File: config.mk
export PLATFORM = sky130hd
export DESIGN_NAME = mem_access_unit
export DESIGN_NICKNAME = d
export VERILOG_FILES = /design/src/rtl/mem_pkg.sv /design/src/rtl/mem_lane_align.sv /design/src/rtl/mem_access_unit.sv
export SDC_FILE = /design/constraint.sdc
export NUM_CORES = 1
export LEC_CHECK = 0
export CAP_MARGIN = 20
export CORE_ASPECT_RATIO = 1.75
export CORE_MARGIN = 10
export CORE_UTILIZATION = 40
export CTS_BUF_LIST = sky130_fd_sc_hd__clkbuf_2
export DETAILED_ROUTE_END_ITERATION = 7
export PLACE_DENSITY_LB_ADDON = 0.2
export SETUP_SLACK_MARGIN = 0.1
export SYNTH_ARGS = -nofsm -noshare
export SYNTH_HDL_FRONTEND = slang
export SYNTH_SLANG_ARGS = --single-unit
File: constraint.sdc
create_clock -name clk -period 2.2 [get_ports clk]
set_clock_uncertainty 0.1 [all_clocks]
set_input_delay 0.44 -clock clk [delete_from_list [all_inputs] [get_ports clk]]
set_output_delay 0.44 -clock clk [all_outputs]
set_load 0.01 [all_outputs]
File: src/rtl/mem_pkg.sv
// Shared encodings for the memory access unit: request sizes, FSM states, lane widths.
package mem_pkg;

    localparam int unsigned BYTE_W = 8;
    localparam int unsigned HALF_W = 16;
    localparam int unsigned WORD_W = 32;

    typedef enum logic [1:0] {
        SIZE_BYTE = 2'b00,
        SIZE_HALF = 2'b01,
        SIZE_WORD = 2'b10,
        SIZE_ILL  = 2'b11
    } size_e;

    typedef enum logic [1:0] {
        IDLE = 2'b00,
        RD   = 2'b01,
        WR   = 2'b10,
        RESP = 2'b11
    } state_e;

endpackage

File: src/rtl/mem_lane_align.sv
// Little-endian lane extract/extend for loads and lane merge for sub-word stores.
module mem_lane_align
    import mem_pkg::*;
(
    input  logic [WORD_W-1:0] rdata,
    input  logic [WORD_W-1:0] wdata,
    input  logic [1:0]        size,
    input  logic [1:0]        offset,
    input  logic              sign,
    output logic [WORD_W-1:0] load_data,
    output logic [WORD_W-1:0] merged
);

    logic [BYTE_W-1:0] byte_lane;
    logic [HALF_W-1:0] half_lane;

    assign byte_lane = rdata[{offset, 3'b000} +: BYTE_W];
    assign half_lane = rdata[{offset[1], 4'b0000} +: HALF_W];

    always_comb begin
        load_data = rdata;
        merged    = wdata;
        if (size == SIZE_BYTE) begin
            load_data = sign ? {{(WORD_W-BYTE_W){byte_lane[BYTE_W-1]}}, byte_lane}
                             : {{(WORD_W-BYTE_W){1'b0}}, byte_lane};
            merged    = rdata;
            merged[{offset, 3'b000} +: BYTE_W] = wdata[BYTE_W-1:0];
        end else if (size == SIZE_HALF) begin
            load_data = sign ? {{(WORD_W-HALF_W){half_lane[HALF_W-1]}}, half_lane}
                             : {{(WORD_W-HALF_W){1'b0}}, half_lane};
            merged    = rdata;
            merged[{offset[1], 4'b0000} +: HALF_W] = wdata[HALF_W-1:0];
        end
    end

endmodule

File: src/rtl/mem_access_unit.sv
// Load/store unit: one request at a time against a word-wide memory,
// with read-modify-write for byte and half stores.
module mem_access_unit
    import mem_pkg::*;
#(
    parameter int unsigned MEM_WORDS = 32
) (
    input  logic        clk,
    input  logic        rst,
    input  logic        req_valid,
    output logic        req_ready,
    input  logic        req_write,
    input  logic [1:0]  req_size,
    input  logic        req_signed,
    input  logic [31:0] req_addr,
    input  logic [31:0] req_wdata,
    output logic        resp_valid,
    output logic [31:0] resp_rdata,
    output logic        resp_err,
    output logic [31:0] mem_addr,
    output logic        MemRead,
    output logic        MemWrite,
    output logic [31:0] mem_writedata,
    input  logic [31:0] mem_readdata
);

    localparam logic [31:0] ADDR_LIMIT = 32'(MEM_WORDS * 4);

    state_e      state;
    logic        write_q;
    logic        signed_q;
    logic [1:0]  size_q;
    logic [31:0] addr_q;
    logic [31:0] wdata_q;

    logic        accept_c;
    logic        err_c;
    logic [31:0] load_c;
    logic [31:0] merged_c;

    assign accept_c = req_valid & req_ready;

    assign err_c = (req_size == SIZE_ILL)
                 | ((req_size == SIZE_HALF) & req_addr[0])
                 | ((req_size == SIZE_WORD) & (req_addr[1:0] != 2'b00))
                 | (req_addr >= ADDR_LIMIT);

    mem_lane_align u_lane_align (
        .rdata     (mem_readdata),
        .wdata     (wdata_q),
        .size      (size_q),
        .offset    (addr_q[1:0]),
        .sign      (signed_q),
        .load_data (load_c),
        .merged    (merged_c)
    );

    // Outputs are registered: each branch sets what the next state presents.
    always_ff @(posedge clk) begin
        if (rst) begin
            state         <= IDLE;
            write_q       <= 1'b0;
            signed_q      <= 1'b0;
            size_q        <= 2'b00;
            addr_q        <= '0;
            wdata_q       <= '0;
            req_ready     <= 1'b1;
            resp_valid    <= 1'b0;
            resp_err      <= 1'b0;
            resp_rdata    <= '0;
            MemRead       <= 1'b0;
            MemWrite      <= 1'b0;
            mem_addr      <= '0;
            mem_writedata <= '0;
        end else begin
            req_ready     <= 1'b0;
            resp_valid    <= 1'b0;
            resp_err      <= 1'b0;
            resp_rdata    <= '0;
            MemRead       <= 1'b0;
            MemWrite      <= 1'b0;
            mem_addr      <= '0;
            mem_writedata <= '0;
            case (state)
                IDLE: begin
                    req_ready <= 1'b1;
                    if (accept_c) begin
                        req_ready <= 1'b0;
                        write_q   <= req_write;
                        signed_q  <= req_signed;
                        size_q    <= req_size;
                        addr_q    <= req_addr;
                        wdata_q   <= req_wdata;
                        if (err_c) begin
                            state      <= RESP;
                            resp_valid <= 1'b1;
                            resp_err   <= 1'b1;
                        end else if (!req_write || (req_size != SIZE_WORD)) begin
                            state    <= RD;
                            MemRead  <= 1'b1;
                            mem_addr <= {req_addr[31:2], 2'b00};
                        end else begin
                            state         <= WR;
                            MemWrite      <= 1'b1;
                            mem_addr      <= {req_addr[31:2], 2'b00};
                            mem_writedata <= req_wdata;
                        end
                    end
                end
                RD: begin
                    if (write_q) begin
                        state         <= WR;
                        MemWrite      <= 1'b1;
                        mem_addr      <= {addr_q[31:2], 2'b00};
                        mem_writedata <= merged_c;
                    end else begin
                        state      <= RESP;
                        resp_valid <= 1'b1;
                        resp_rdata <= load_c;
                    end
                end
                WR: begin
                    state      <= RESP;
                    resp_valid <= 1'b1;
                end
                RESP: begin
                    state     <= IDLE;
                    req_ready <= 1'b1;
                end
                default: state <= IDLE;
            endcase
        end
    end

endmodule

==> results of run 1 <==
placed cells by master, fill, tap and decap left out, types with 3 or more instances in the layout:
master,n
nor4_1,5
dfxtp_1,138
mux2_2,7
o221ai_1,8
o22ai_2,8
mux4_2,7
dfxtp_2,31
nor2_1,13
nor4_2,3
clkdlybuf4s50_1,101
nand2_1,169
nand2b_1,8
dlygate4sd2_1,99
a21oi_1,99
and2_1,25
nand3_1,12
o22ai_1,22
mux2i_1,27
a211oi_1,8
buf_4,30
a32o_1,5
clkinv_8,3
nand3b_1,3
clkbuf_2,17
nor2b_1,4
inv_6,6
a221oi_1,15
buf_12,7
o21bai_1,3
ha_1,8
inv_1,21
o21ai_0,7
a221o_1,24
a22oi_1,6
how the worst max path moves through the flow:
stage          cells past startpoint                            to
2_1_floorplan                      8  mem_writedata[10]$_SDFF_PP0_
3_3_place_gp                       8        mem_addr[5]$_SDFF_PP0_
3_5_place_dp                       7   mem_writedata[6]$_SDFF_PP0_
4_1_cts                            7  mem_writedata[31]$_SDFF_PP0_
5_1_grt                            7   mem_writedata[3]$_SDFF_PP0_
6_report                           7  mem_writedata[31]$_SDFF_PP0_
what timing repair did:
item                                    CTS  global route
hold buffers                              1             0
endpoints found under the hold margin     6             0
endpoints found under the setup margin  107            12
resized for setup                       131             3
state kept, by name, indices dropped and copies added, names as in the netlist:
| signal | cells |
|---|---|
| MemWrite | 1 |
| addr_q | 32 |
| wdata_q | 32 |
| size_q | 2 |
| write_q | 1 |
| resp_valid | 1 |
| resp_rdata | 32 |
| state | 2 |
| MemRead | 1 |
| req_ready | 1 |
| mem_writedata | 32 |
| mem_addr | 30 |
| resp_err | 1 |
| signed_q | 1 |
worst reg2reg max path: stages, from the launching register on:
cell and delay [ns]:
dfxtp_1 0.41, inv_1 0.10, ha_2 0.26, o21bai_1 0.10
nor2_1 0.14, or4b_4 0.49, buf_12 0.19, o22ai_1 0.12
report_power, final:
group / leakage (nW) / switching [mW] / internal (mW) / total, mW
sequential: 1.39 / 0.223 / 3.38 / 3.60
clock: 0.153 / 1.27 / 0.478 / 1.75
combinational: 2.48 / 1.53 / 1.04 / 2.57
per-layer routing:
layer  routed length, um  up-vias  GRT usage (%)
met4                1090        0           10.3
li1                    -     3178              -
met3                1850       61           5.95
met2               13500      278           37.8
met1                8790     3157           20.7
met5                   0        -              0
cells by family (layout without fill, tap and decap cells):
| family | after synthesis | in the layout | share of synthesized area, % |
|---|---|---|---|
| multiplexers | 41 | 41 | 7.15 |
| other | 1 | 4 | 0.0529 |
| adder cells (fa/ha/maj) | 9 | 9 | 1.59 |
| AO/OA/AOI/OAI | 217 | 217 | 21.0 |
| buffers and inverters | 87 | 295 | 5.14 |
| flip-flops | 169 | 169 | 47.8 |
| AND/OR/NAND/NOR | 260 | 260 | 17.3 |
area by class of cell:
type / instances / area [sq um]
fillers: 1711 / 7770
flip-flops and latches: 169 / 3420
multi-input cells: 529 / 3370
repair buffers: 239 / 2260
well taps: 231 / 289
clock inverters: 15 / 175
inverters: 24 / 90.1
clock buffers: 17 / 85.1
diodes: 2 / 5.00
==> metrics.md, run 1 <==
| Metric | Value |
|---|---|
| Origin of the worst min-delay path | `req_addr[31]` |
| Worst-path fanout max | `30` |
| Clock sinks | `169` |
| Die Area | `23600 sq um` |
| Post-synth EDFFs | `0` |
| Primary FF master, synth | `dfxtp_1` |
| Kind of end point of the critical path | `register` |
| Post-synthesis sequential area ratio | `47.8%` |
| Post CTS Setup Buffer Count | `0` |
| Worst R2R Setup Slack | `0.21 ns` |
| Setup violators final | `0` |
| FF-to-FF path depth | `7` |
| Initial antenna violation count | `1` |
| CTS tree | `done` |
| Final setup TNS | `0 ns` |
| Setup ws final | `0.206 ns` |
| Vias in the first global route | `6569` |
| WHS | `0.135 ns` |
| Synthesized flop and latch total | `169` |
| PortBufs | `201` |
| Unrepaired setup endpoints after global routing | `true` |
| Worst r2r src | `state[0]$_SDFFE_PP0N_` |
| Cells along the critical path | `inv_1, ha_2, o21bai_1, nor2_1, or4b_4, buf_12, o22ai_1` |
| Post-route ant nets | `0` |
| Status | `complete, no violations` |
| Place WS | `-0.462 ns` |
| Die extent in x | `121 um` |
| GP Congestion | `0.921` |
| Placed Cells | `1191` |
| Hold EP | `addr_q[31]$_SDFFE_PP0P_` |
| Number of top-level design ports | `204` |
| Worst endpoint required time | `2.73 ns` |
| First-pass GRT wire length | `38100 um` |
| Post-DP Area | `9480 sq um` |
| FMAX | `502 MHz` |
| Row count | `64` |
| First-pass DRT Iterations | `5` |
| Asr flop ratio synth | `0%` |
| Leak pwr | `4.01 nW` |
| Post-layout power | `7.92 mW` |
| Total track usage | `20.7%` |
| Gr ovfl total | `0` |
| Max rail drop VDD | `0.569 mV` |
| Yosys top cell area share | `47.8%` |
| Worst-Margin Slew | `0.740 ns` |
| Cell Area, Synth | `7080 sq um` |
| Area Overhead vs Synth | `36.8%` |
| Dpl hpwl | `19000 um` |
| YS warnings | `0` |
| WL/cell | `20.6 um` |
| Vias | `6674` |
| Largest net degree at the start of global routing | `72` |
| # nets final | `1092` |
| Syn Inst Count | `784` |
| Power per cell area | `817 nW/um^2` |
| Ratio of cells with drive above 1 in the final layout | `14.0%` |
| Clk_lat worst skew | `0.71 ns` |
| Cell variety after synth | `55` |
| WS Path Type | `register to register` |
| Synthesized area per cell | `9.04 sq um` |
| Die height | `196 um` |
| Synth cell count leaders | `dfxtp_1, nand2_1, a21oi_1, clkbuf_1, mux2i_1` |
| Cts bufs inserted | `17` |
| Top cells by area, synth | `dfxtp_1, nand2_1, a21oi_1` |
| Final hold violations | `0` |
| Hold Path Class | `primary input to register` |
| DR iter-0 viols | `377` |
| CTS Buffer Depth | `2` |
| Slowest stage delay, CP | `0.49 ns` |
| Crit start category | `register` |
| Reg-to-reg critical path endpoint | `mem_writedata[31]$_SDFF_PP0_` |
| Max-cap violations | `0` |
| Worst path bufs/invs | `2` |
| Clock-pin slew on the worst setup and hold paths | `0.30 ns` |
| Slew Viols, Final | `0` |
| Worst hold path cell count | `3` |
| # H-tree levels | `4` |
| Final core utilization | `55.5%` |
| Core footprint | `17500 sq um` |
| Final WL | `25200 um` |
| Worst path top cell family by delay | `simple AND/OR/NAND/NOR gates` |
| Setup crit start | `state[0]$_SDFFE_PP0N_` |
| Root Buffer | `clkbuf_2` |
| Starting Density | `40.6%` |
| Cell area after layout | `9690 sq um` |
| Max_slew headroom | `50.7%` |
| Cell taking the most area after synthesis | `dfxtp_1` |
| Final period util | `90.6%` |
| Final non-filler cell total | `1226` |
| Via/cell ratio | `5.44` |
| Detailed-route DRC error count | `0` |
| Arr. time, crit path | `2.52 ns` |
| Worst path slowest cell | `or4b_4` |
| Clock period minus worst slack | `1.99 ns` |
(Power assumes the default switching activity.)
==> inputs of run 2 (changes only) <==
HOLD_SLACK_MARGIN = 0.15   (was not set)
SLEW_MARGIN = 0   (was not set)
==> run 2 against run 1 <==
Largest cell class unchanged. Power up 1.4%. Fmax down 2.9%. Final area up 6.1%. Wire length is 3.7% higher. Core utilization up 3.4 points. Sequential share of layout area is 2.0 points lower.
==> metrics.md, run 2 (synthesis results as in run 1) <==
| Metric | Value |
|---|---|
| Post-route ant nets | `0 (unchanged)` |
| Clock share of power | `21.9% (-0.2 points)` |
| First-pass DRT Iterations | `5 (unchanged)` |
| Power per cell area | `781 nW/um^2 (-4.4%)` |
| Final period util | `93.3% (+2.7 points)` |
| Sw frac | `38.2% (about the same)` |
| Die extent in x | `121 um (unchanged)` |
| First-pass GRT wire length | `39400 um (+3.4%)` |
| WS Path Type | `primary input to register` |
| Seq pwr share | `44.9% (-0.6 points)` |
| Arr. time, crit path | `2.60 ns (+0.08 ns)` |
| # nets final | `1149 (+5.2%)` |
| GP Congestion | `0.921 (unchanged)` |
| Largest net degree at the start of global routing | `72 (unchanged)` |
| Comb pwr share | `33.2% (+0.8 points)` |
| Root Buffer | `clkbuf_2` |
| Fillers | `1651 (-3.5%)` |
| Clock period minus worst slack | `2.05 ns (+0.0596 ns)` |
| Max-cap violations | `0 (unchanged)` |
| Final hold violations | `0 (unchanged)` |
| DR iter-0 viols | `389 (+3.2%)` |
| Status | `complete, no violations` |
| Die height | `196 um (unchanged)` |
| Max_slew headroom | `50.7% (about the same)` |
| Post-DP Area | `9480 sq um (unchanged)` |
| Number of top-level design ports | `204 (unchanged)` |
| Gr ovfl total | `0 (unchanged)` |
| Vias in the first global route | `6868 (+4.6%)` |
| Most common cell after layout, fill and taps aside | `nand2_1` |
| Total track usage | `21.3% (+0.62 points)` |
| Area of the multi-input gates | `3380 sq um (+0.48%)` |
| Internal | `4.96 mW (+1.4%)` |
| Core footprint | `17500 sq um (unchanged)` |
| CTS tree | `done` |
| Psw | `3.06 mW (+1.4%)` |
| Hold Path Class | `primary input to register` |
| Row count | `64 (unchanged)` |
| Detailed-route DRC error count | `0 (unchanged)` |
| Post CTS Setup Buffer Count | `0 (unchanged)` |
| WL/cell | `20.4 um (-0.95%)` |
| CTS Buffer Depth | `2 (unchanged)` |
| Leak pwr | `4.25 nW (+6.0%)` |
| Ratio of cells with drive above 1 in the final layout | `13.4% (-0.57 points)` |
| FMAX | `487 MHz (-2.9%)` |
| Starting Density | `40.6% (unchanged)` |
| Slew Viols, Final | `0 (unchanged)` |
| Worst-Margin Slew | `0.739 ns (-0.000574 ns)` |
| Unrepaired setup endpoints after global routing | `true` |
| PortBufs | `201 (unchanged)` |
| Cell area after layout | `10300 sq um (+6.1%)` |
| Worst endpoint required time | `2.75 ns (+0.02 ns)` |
| Die Area | `23600 sq um (unchanged)` |
| Commonest cells after routing, fill and taps aside | `nand2_1, dfxtp_1, a21oi_1, clkdlybuf4s50_1, dlygate4sd2_1` |
| Via/cell ratio | `5.43 (-0.28%)` |
| Cts bufs inserted | `17 (unchanged)` |
| Setup ws final | `0.147 ns (-0.0596 ns)` |
| Vias | `6965 (+4.4%)` |
| Worst-path fanout max | `30 (unchanged)` |
| # H-tree levels | `4 (unchanged)` |
| Post-layout power | `8.03 mW (+1.4%)` |
| Register area | `3420 sq um (unchanged)` |
| Clock-pin slew on the worst setup and hold paths | `0.24 ns (-0.06 ns)` |
| Place WS | `-0.462 ns (unchanged)` |
| Initial antenna violation count | `1 (unchanged)` |
| Kind of end point of the critical path | `register` |
| Area Overhead vs Synth | `45.1%` |
| Setup violators final | `0 (unchanged)` |
| Max rail drop VDD | `0.576 mV (+1.3%)` |
| Clk_lat worst skew | `0.73 ns (+0.02 ns)` |
| Final WL | `26100 um (+3.7%)` |
| Crit start category | `primary input` |
| Placed Cells | `1191 (unchanged)` |
| Final non-filler cell total | `1283 (+4.6%)` |
| Dpl hpwl | `19000 um (unchanged)` |
| Clock sinks | `169 (unchanged)` |
| WHS | `0.198 ns (+0.0626 ns)` |
## run 2: metal layers
layer,global-route usage [%],share of wire [%],routed length (um)
met1,21.3,35,9200
met2,39.3,54,14000
met3,5.84,7.0,1820
met4,10.2,4.2,1090
met5,0,0,0
## run 2: final timing paths
path                                               from                           end  slack (ns)  cells after the start
worst max register to register    state[0]$_SDFFE_PP0N_  mem_writedata[31]$_SDFF_PP0_        0.20                      7
worst min register to register  addr_q[29]$_SDFFE_PP0P_       mem_addr[29]$_SDFF_PP0_        0.36                      1
worst min-delay path                       req_addr[17]       addr_q[17]$_SDFFE_PP0P_        0.20                      3
worst max-delay path                       req_addr[29]  mem_writedata[31]$_SDFF_PP0_        0.15                      7
## run 2: what timing repair did
item | CTS | global route
hold buffers | 55 | 5
setup endpoints to repair | 107 | 17
hold endpoints to repair | 79 | 5
gates resized for setup | 131 | 5
pin swaps | 0 | 1
## run 2: final cells by class
| type | count | share of cell area [%] |
|---|---|---|
| Clock inverter | 15 | 1.70 |
| Tap cell | 231 | 2.81 |
| Sequential cell | 169 | 33.3 |
| Antenna cell | 2 | 0.0487 |
| Timing Repair Buffer | 296 | 27.5 |
| Multi-Input combinational cell | 529 | 32.9 |
| Inverter | 24 | 0.877 |
| Clock buffer | 17 | 0.828 |
## run 2: through the flow
step	utilization (%)	TNS, ns
after floorplan	-	0
after global placement	54.3	-17.46
after detailed placement	54.3	-16.76
after CTS	58.5	0
after global routing	58.9	0
final	58.9	0
## run 2: power by group through the flow
| stage | combinational [mW] | clock [mW] | sequential, mW |
|---|---|---|---|
| floorplan | 1.61 | 0 | 3.61 |
| finish | 2.66 | 1.76 | 3.60 |
| global route | 2.91 | 1.94 | 3.64 |
| CTS | 2.64 | 1.81 | 3.60 |
| detailed placement | 2.59 | 0 | 3.66 |
| global placement | 2.56 | 0 | 3.65 |
## run 2: critical path, cell delays in order
cell             delay [ns]
dlygate4sd3_1          0.54
clkdlybuf4s50_1        0.47
nor3_2                 0.15
nand3_1                0.16
or4b_4                 0.52
buf_12                 0.19
o22ai_1                0.12
